**src/rtl/phase_stage_sequencer.sv**
```systemverilog
// Multicycle stage sequencer driven by the one-hot five-phase bus.
// Issues registered one-cycle stage strobes, retries MEM on later rotations, counts retires.
module phase_stage_sequencer #(
  parameter int CNT_W   = 16,
  parameter int STALL_W = 8
) (
  input  logic               CLK,
  input  logic               RST,
  input  logic [4:0]         Phases,
  input  logic               MemReady,
  input  logic               Halt,
  output logic               IfEn,
  output logic               IdEn,
  output logic               ExEn,
  output logic               MemEn,
  output logic               WbEn,
  output logic [CNT_W-1:0]   InstrCount,
  output logic [STALL_W-1:0] StallCount,
  output logic               PhaseErr,
  output logic               Halted
);

  typedef enum logic [1:0] {SYNC, RUN, MEMWAIT, HALTED} state_t;

  state_t     state;
  logic [2:0] stg;
  logic       prev_valid;
  logic [2:0] prev_idx;
  logic [4:0] stb;

  logic [2:0] idx;
  logic [2:0] succ;
  logic       legal;

  always_comb begin
    idx = 3'd0;
    for (int i = 0; i < 5; i++)
      if (Phases[i]) idx = 3'(i);
    succ  = (prev_idx == 3'd4) ? 3'd0 : prev_idx + 3'd1;
    // The first one-hot value after an invalidation is accepted without a successor check.
    legal = $onehot(Phases) && (!prev_valid || idx == succ);
  end

  assign {WbEn, MemEn, ExEn, IdEn, IfEn} = stb;

  always_ff @(posedge CLK) begin
    if (RST) begin
      state      <= SYNC;
      stg        <= 3'd0;
      prev_valid <= 1'b0;
      prev_idx   <= 3'd0;
      stb        <= '0;
      InstrCount <= '0;
      StallCount <= '0;
      PhaseErr   <= 1'b0;
      Halted     <= 1'b0;
    end else begin
      // NOTE: all state here uses non-blocking assignments so every branch reads
      // the pre-edge values; the default clear below is what makes strobes one cycle wide.
      stb <= '0;
      if (state != HALTED) begin
        if (!legal) begin
          PhaseErr   <= 1'b1;
          state      <= SYNC;
          prev_valid <= 1'b0;
        end else begin
          prev_valid <= 1'b1;
          prev_idx   <= idx;
          unique case (state)
            SYNC: begin
              if (idx == 3'd0) begin
                stb   <= 5'b00001;
                stg   <= 3'd1;
                state <= RUN;
              end
            end
            RUN: begin
              if (idx == stg) begin
                if (stg == 3'd3 && !MemReady) begin
                  if (StallCount != '1) StallCount <= StallCount + 1'b1;
                  state <= MEMWAIT;
                end else begin
                  stb <= 5'b00001 << stg;
                  if (stg == 3'd4) begin
                    InstrCount <= InstrCount + 1'b1;
                    stg        <= 3'd0;
                    if (Halt) begin
                      state  <= HALTED;
                      Halted <= 1'b1;
                    end
                  end else begin
                    stg <= stg + 3'd1;
                  end
                end
              end
            end
            MEMWAIT: begin
              // Halt is not looked at here; only the WB sample can stop the sequencer.
              if (idx == 3'd3) begin
                if (MemReady) begin
                  stb   <= 5'b01000;
                  stg   <= 3'd4;
                  state <= RUN;
                end else if (StallCount != '1) begin
                  StallCount <= StallCount + 1'b1;
                end
              end
            end
            default: ;
          endcase
        end
      end
    end
  end

endmodule

```
**config.mk**
```make
export PLATFORM = sky130hd
export DESIGN_NAME = phase_stage_sequencer
export DESIGN_NICKNAME = d
export VERILOG_FILES = /design/src/rtl/phase_stage_sequencer.sv
export SDC_FILE = /design/constraint.sdc
export NUM_CORES = 1
export LEC_CHECK = 0
export ABC_CLOCK_PERIOD_IN_PS = 7100
export BUFFER_PORTS_ARGS = -buffer_cell sky130_fd_sc_hd__buf_4
export CORE_MARGIN = 4
export CORE_UTILIZATION = 35
export CTS_BUF_LIST = sky130_fd_sc_hd__clkbuf_2 sky130_fd_sc_hd__clkbuf_4 sky130_fd_sc_hd__clkbuf_8
export DETAILED_ROUTE_END_ITERATION = 16
export PLACE_DENSITY = 0.63
export SLEW_MARGIN = 30
export SYNTH_ARGS = -nofsm -noshare
export SYNTH_HDL_FRONTEND = slang
export SYNTH_SLANG_ARGS = --single-unit
```
**constraint.sdc**
```tcl
create_clock -name CLK -period 7.1 [get_ports CLK]
set_clock_uncertainty 0.15 [all_clocks]
set_input_delay 0.71 -clock CLK [delete_from_list [all_inputs] [get_ports CLK]]
set_output_delay 0.71 -clock CLK [all_outputs]
set_load 0.05 [all_outputs]
```
== Word-level counts from Yosys, hierarchy flattened ==
Cells that the tools add are included.
Storage, ports and cells
  flip-flop bits (word level): 40
  logic and storage cells: 97
Cells by class
  $add $sub $neg: 8
  eq/ne operators: 25
  reductions and logical operators: 17
  multiplexer cells: 34
  bitwise logic cells: 3
  shift operators: 1
Operators by type and width (number)
  $mux 8: 5
  $mux 3: 10
  $add 16x1->16 const B: 1
  $mux 2: 8
  $ne 2x2->1 const B: 8
  $pmux 8 s2: 1
  $reduce_and 8->1: 2
  $pmux 5 s3: 1
  $reduce_and 7->1: 2
  $ne 3x3->1 const B: 4
  $mux 5: 2
  $pmux 3 s3: 1
  $add 8x1->8 const B: 1
  $mux 4: 2
  $ne 4x4->1 const B: 2
  $ne 8x8->1 const B: 1
  $add 3x1->3 const B: 2
  $eq 3x2->1 const B: 2
  $eq 3x3->1: 2
  $eq 3x3->1 const B: 2
  $pmux 2 s3: 1
  $reduce_and 6->1: 1
  $shl 1x3->5 const A: 1
  $add 1x1->2: 2
  17 further kinds: 24

== Logic depth before layout (Yosys ltp) ==
  depth in word-level cells: 9
  gate-level depth with buffers: 12

== Worst setup path after synthesis ==
OpenSTA, ideal clock, no wires.
  kind: input -> register
  start point: in Phases[3]
  end point: reg StallCount[3]
  library setup time: 0.121 ns
  stages on the path: 11
  required time: 6.829 ns
  path slack: 3.466 ns
  arrival: 3.363 ns
  cells stage by stage: buf_6 inv_1 fa_1 fa_1 inv_1 ha_1 nor3_1 and3_1 clkbuf_1 and4_1 mux2_2
Between the ends
  longest elaborated chain between the ends: 6
Ends and longest elaborated chain
  from (decl): RTL line 9  | input logic [4:0] Phases,
  $add 1x1->2 (not written as such) or $mux 3 (tied branches): RTL line 41, 38
  $add 2x2->3 (not written as such) or $mux 3 (tied branches): RTL line 41, 38
  $add 3x1->3 (not written as such) or $eq 3x3->1 (tied branches): RTL line 41  | legal = $onehot(Phases) && (!prev_valid || idx == succ);
  $eq 3x1->1 or $logic_or 1x1->1 (tied branches): RTL line 41
  $logic_and 1x1->1: RTL line 41
  $reduce_and 7->1 (no source line) *
  to (signal assigned): RTL line 80  | if (StallCount != '1) StallCount <= StallCount + 1'b1;
  to (signal assigned): RTL line 105  | StallCount <= StallCount + 1'b1;
  to (decl): RTL line 18  | output logic [STALL_W-1:0] StallCount,
Every way passes the cells marked *; elsewhere a longest branch is shown, timed or not.
A chain may end at the register's enable or synchronous reset.

== Worst setup path after layout ==
  start point: in Phases[3]
  end point: reg InstrCount[11]
Between the ends
  longest elaborated chain between the ends: 6
Ends and longest elaborated chain
  $add 1x1->2 (not written as such) or $mux 3 (tied branches): RTL line 41, 38
  $add 2x2->3 (not written as such) or $mux 3 (tied branches): RTL line 41, 38
  $add 3x1->3 (not written as such) or $eq 3x3->1 (tied branches): RTL line 41
  $eq 3x1->1 or $logic_or 1x1->1 (tied branches): RTL line 41
  $logic_and 1x1->1: RTL line 41
  $reduce_and 6->1 (no source line) *
  to (signal assigned): RTL line 85  | InstrCount <= InstrCount + 1'b1;
  to (decl): RTL line 17  | output logic [CNT_W-1:0] InstrCount,
Marked as above.

==> results_tabular.tex <==
\begin{tabular}{lr}
\hline
Metric & Value \\
\hline
\multicolumn{2}{l}{\textbf{Final layout}} \\
\quad Count of nets after finishing & 355 \\
\quad Share of final-layout standard cells stronger than drive strength 1 & 17.9\% \\
\quad Synthesis-to-finish area growth & 17.0\% \\
\quad Share of the core filled with cells & 42.7\% \\
\quad Number of antenna repair diodes & 0 \\
\quad Fillers & 726 \\
\quad Final instance area & 0.00295 mm² \\
\multicolumn{2}{l}{\textbf{Setup path}} \\
\quad Sum of buffers and inverters on the critical path & 3 \\
\quad Worst EP arrival & 3.84 ns \\
\quad CP startpoint kind & primary input \\
\quad Data required, critical path & 7.16 ns \\
\quad Maximum single-stage delay on the critical path & 0.65 ns \\
\quad Critical path start-end classification & primary input to register \\
\quad Critical path cell sequence & buf\_4 > inv\_1 > fa\_1 > fa\_1 > inv\_1 > ha\_1 > nor3\_1 > nand3\_4 > or4\_1 > a21oi\_1 \\
\quad Family of cells with the greatest summed delay on the critical path & simple AND/OR/NAND/NOR gates \\
\quad Slowest library cell on the worst path & sky130\_fd\_sc\_hd\_\_or4\_1 \\
\quad Maximum net fanout on the critical path & 45 \\
\quad Critical path capture point type & register \\
\multicolumn{2}{l}{\textbf{Synthesis}} \\
\quad Library cells used by synthesis & 53 \\
\quad Number of enable flip-flop cells after synthesis & 0 \\
\quad Multiplexer share of the synthesized area & 2.98\% \\
\quad Register bit count reported by yosys & 40 \\
\quad Yosys warnings & 0 \\
\quad Share of flip-flops with an asynchronous set or reset & 0\% \\
\quad Dominant combinational cell family by area after synthesis & simple AND/OR/NAND/NOR gates \\
\quad Post-synthesis simple-gate area fraction & 29.4\% \\
\quad Post-synth net total & 325 \\
\quad Number of instances in the synthesized netlist & 299 \\
\quad Top flip-flop cell by instance count after synthesis & sky130\_fd\_sc\_hd\_\_dfxtp\_1 \\
\quad Post-synthesis area per instance & 8.42 µm² \\
\quad XOR/XNOR Fraction of Synth Area & 0.695\% \\
\quad Sequential area share after synthesis & 31.8\% \\
\quad Share of the synthesized area in compound gates (AO/OA/AOI/OAI) & 19.5\% \\
\quad Post-Syn Area & 0.00252 mm² \\
\quad Most area-consuming cells after synthesis & sky130\_fd\_sc\_hd\_\_dfxtp\_1 (32\%), sky130\_fd\_sc\_hd\_\_ha\_1 (7.5\%), sky130\_fd\_sc\_hd\_\_o31ai\_1 (5.7\%) \\
\quad Adder-Cell Fraction of Synth Area & 9.04\% \\
\quad Cell type with the highest aggregate area in the netlist & sky130\_fd\_sc\_hd\_\_dfxtp\_1 \\
\quad Proportion of netlist area held by the largest area contributor & 31.8\% \\
\multicolumn{2}{l}{\textbf{Die}} \\
\quad Total I/O pin count & 40 \\
\quad Row count & 30 \\
\quad Core Footprint & 0.00691 mm² \\
\quad Overall die area & 0.00862 mm² \\
\quad Die outline height & 92.8 µm \\
\quad X dimension of the die & 92.8 µm \\
\quad Initial cell density of the core & 36.5\% \\
\multicolumn{2}{l}{\textbf{Timing}} \\
\quad Total of endpoints with negative setup slack in the final report & 0 \\
\quad Worst slew margin & 39.7\% \\
\quad Setup Total Neg Slack & 0 ns \\
\quad Final period demand of the worst path & 3.78 ns \\
\quad Final Max Tran Viols & 0 \\
\quad Hold Fails Final Rpt & 0 \\
\quad Slew at the pin with the worst max-slew slack & 0.899 ns \\
\quad Final worst-path cycle share & 53.2\% \\
\quad Max Fclk & 265 MHz \\
\quad Minimum setup slack in the final design & 3.32 ns \\
\quad RSZ-0062 raised after global routing & false \\
\multicolumn{2}{l}{\textbf{Clock tree}} \\
\quad Number of H-tree branching levels & 2 \\
\quad Number of gates given a new drive strength after cts & 0 \\
\quad Post-CTS setup-driven buffer insertion count & 0 \\
\quad CTS Buf Count & 5 \\
\quad Worst-skew pair later-pin latency & 0.29 ns \\
\quad Root cell of the clock tree & sky130\_fd\_sc\_hd\_\_clkbuf\_8 \\
\quad Clock tree from TritonCTS & built \\
\quad \# hold bufs at CTS & 0 \\
\quad CTS clk-pin slew, worst paths & 0.08 ns \\
\quad Number of buffers on the longest clock path & 2 \\
\quad Clock net sink count & 40 \\
\multicolumn{2}{l}{\textbf{Global routing}} \\
\quad Wire length of the first global-routing pass & 9910 µm \\
\quad Number of antenna violations at the first check in global routing & 0 \\
\quad Global Route Usage Sum & 13.9\% \\
\quad Number of global-route vias before repair & 2069 \\
\quad Total grt overflow & 0 \\
\quad Maximum number of pins on one net before global-route repair & 46 \\
\multicolumn{2}{l}{\textbf{Placed design}} \\
\quad Placement-stage cell area & 0.00285 mm² \\
\quad Half-perimeter wire length after detailed placement & 4290 µm \\
\quad Worst slack at placement & 3.03 ns \\
\quad Number of port buffers & 39 \\
\quad Final estimated routing congestion in global placement & 0.787 \\
\multicolumn{2}{l}{\textbf{Pwr}} \\
\quad Switching power summed over all nets & 0.000131 W \\
\quad Cell Int Power & 0.000337 W \\
\quad Pwr/cell area & 159 mW/mm² \\
\quad Clock Power Share & 35.2\% \\
\quad Worst VDD drop & 0.0000757 V \\
\quad Switching power share of the total & 28.0\% \\
\quad Sequential fraction of design power & 49.3\% \\
\quad Part of the power in combinational logic & 15.5\% \\
\quad Leakage & 1.07 nW \\
\multicolumn{2}{l}{\textbf{Drt}} \\
\quad Routed wire per std cell & 14.0 µm \\
\quad DRC & 0 \\
\quad Via/cell ratio & 5.51 \\
\quad ANT nets after route & 0 \\
\quad First-pass iteration count of the detailed router & 4 \\
\quad Number of violations reported at the end of detailed-routing iteration 0 & 146 \\
\quad Vias after detailed routing & 2347 \\
\quad Total detailed-routing wirelength & 5960 µm \\
\multicolumn{2}{l}{\textbf{Outcome}} \\
\quad Result of the run & finished, final reports clean \\
\multicolumn{2}{l}{\textbf{Flow run}} \\
\quad Max-cap check violation count & 0 \\
\multicolumn{2}{l}{\textbf{Min path}} \\
\quad Worst Hold Class & register to register \\
\hline
\end{tabular}
==> cell families after synthesis <==
group,count (synthesis)
multiplexers,7
AND/OR/NAND/NOR,123
XOR/XNOR,2
adder cells (fa/ha/maj),17
AO/OA/AOI/OAI,72
flip-flops,40
buffers and inverters,38
==> state kept, by name, indices dropped and copies added, names as in the netlist <==
name	count
state	2
PhaseErr	1
StallCount	8
Halted	1
prev_valid	1
stb	5
InstrCount	16
stg	3
prev_idx	3
==> cell usage after synthesis, types with 2 or more instances <==
library cell	instances
sky130_fd_sc_hd__ha_1	15
sky130_fd_sc_hd__o21a_1	4
sky130_fd_sc_hd__o31ai_1	19
sky130_fd_sc_hd__or4_1	18
sky130_fd_sc_hd__xnor2_1	2
sky130_fd_sc_hd__nor4_1	4
sky130_fd_sc_hd__o21ai_0	4
sky130_fd_sc_hd__o22ai_1	2
sky130_fd_sc_hd__nand2_1	20
sky130_fd_sc_hd__nand2b_1	3
sky130_fd_sc_hd__mux2_2	4
sky130_fd_sc_hd__nor3_1	9
sky130_fd_sc_hd__inv_1	22
sky130_fd_sc_hd__clkbuf_1	10
sky130_fd_sc_hd__and4_1	4
sky130_fd_sc_hd__buf_6	2
sky130_fd_sc_hd__and3_1	10
sky130_fd_sc_hd__dfxtp_1	40
sky130_fd_sc_hd__a21oi_1	28
sky130_fd_sc_hd__fa_1	2
sky130_fd_sc_hd__nand3_1	10
sky130_fd_sc_hd__or3_1	2
sky130_fd_sc_hd__buf_2	2
sky130_fd_sc_hd__nand3b_1	2
sky130_fd_sc_hd__nand4_1	10
sky130_fd_sc_hd__nor2b_1	8
sky130_fd_sc_hd__nor2_1	13
sky130_fd_sc_hd__o32ai_1	3
sky130_fd_sc_hd__mux2i_1	3
==> worst min-delay path, delay by kind of cell (launching register included) <==
family	cells	cell delay, ns
DFF	1	0.32
buffers and inverters	1	0.05
AOI/OAI and AO/OA	1	0.05
==> worst paths after layout <==
check	cells after the start	slack, ns	to	startpoint
max	10	3.32	InstrCount[11]$_SDFFE_PP0P_	Phases[3]
min	2	0.30	Halted$_SDFFE_PP0P_	Halted$_SDFFE_PP0P_
max reg2reg	8	3.94	InstrCount[11]$_SDFFE_PP0P_	prev_idx[0]$_SDFFE_PP0P_
min reg2reg	2	0.30	Halted$_SDFFE_PP0P_	Halted$_SDFFE_PP0P_
==> cell usage in the layout, fill, tap and decap left out, types with 2 or more instances in the layout <==
| cell type | count |
|---|---|
| sky130_fd_sc_hd__o22ai_1 | 2 |
| sky130_fd_sc_hd__nand2b_1 | 3 |
| sky130_fd_sc_hd__o21ai_0 | 4 |
| sky130_fd_sc_hd__or3_1 | 2 |
| sky130_fd_sc_hd__mux2_2 | 4 |
| sky130_fd_sc_hd__nand4_1 | 10 |
| sky130_fd_sc_hd__and3_1 | 10 |
| sky130_fd_sc_hd__xnor2_1 | 2 |
| sky130_fd_sc_hd__buf_4 | 39 |
| sky130_fd_sc_hd__inv_1 | 22 |
| sky130_fd_sc_hd__and4_1 | 4 |
| sky130_fd_sc_hd__a21oi_1 | 28 |
| sky130_fd_sc_hd__mux2i_1 | 3 |
| sky130_fd_sc_hd__nor3_1 | 9 |
| sky130_fd_sc_hd__fa_1 | 2 |
| sky130_fd_sc_hd__clkbuf_4 | 2 |
| sky130_fd_sc_hd__o32ai_1 | 3 |
| sky130_fd_sc_hd__nand2_1 | 20 |
| sky130_fd_sc_hd__o31ai_1 | 19 |
| sky130_fd_sc_hd__nor2_1 | 13 |
| sky130_fd_sc_hd__ha_1 | 15 |
| sky130_fd_sc_hd__nand3b_1 | 2 |
| sky130_fd_sc_hd__or4_1 | 18 |
| sky130_fd_sc_hd__dfxtp_1 | 40 |
| sky130_fd_sc_hd__o21a_1 | 4 |
| sky130_fd_sc_hd__nor4_1 | 4 |
| sky130_fd_sc_hd__clkbuf_8 | 6 |
| sky130_fd_sc_hd__nor2b_1 | 8 |
| sky130_fd_sc_hd__nand3_1 | 10 |
==> power groups by stage <==
stage / Combinational, W / Sequential [W] / Clock (W)
after global routing: 0.0000822 / 0.000231 / 0.000181
after floorplan: 0.0000572 / 0.000238 / 0
after detailed placement: 0.0000724 / 0.000236 / 0
after global placement: 0.0000722 / 0.000236 / 0
after CTS: 0.0000730 / 0.000231 / 0.000169
final: 0.0000726 / 0.000231 / 0.000165
==> routing by layer <==
metal  vias to the layer above  routed length, µm  global-route usage (%)
met2                        46               2810                    22.2
met1                      1113               2870                    19.2
met5                         -                  0                       0
met4                         0                 30                    3.17
met3                         2                252                    2.92
li1                       1186                  -                       -
==> layout make-up <==
| cell class | instances | area [µm²] | share of cell area, % |
|---|---|---|---|
| sequential | 40 | 801 | 27.2 |
| timing repair buffer | 39 | 293 | 9.94 |
| tap | 96 | 120 | 4.08 |
| inverter | 22 | 82.6 | 2.80 |
| multi-input combinational | 221 | 1550 | 52.7 |
| clock buffer | 8 | 97.6 | 3.31 |
==> per-stage QoR <==
stage          total power [W]  cells  hold WS, ns
2_1_floorplan         0.000295    299        0.312
3_3_place_gp          0.000308    418        0.310
4_1_cts               0.000473    426        0.311
5_1_grt               0.000494    426        0.318
6_report              0.000468    426        0.305
3_5_place_dp          0.000308    418        0.298
Note: power is estimated with default switching activity, not from simulation.
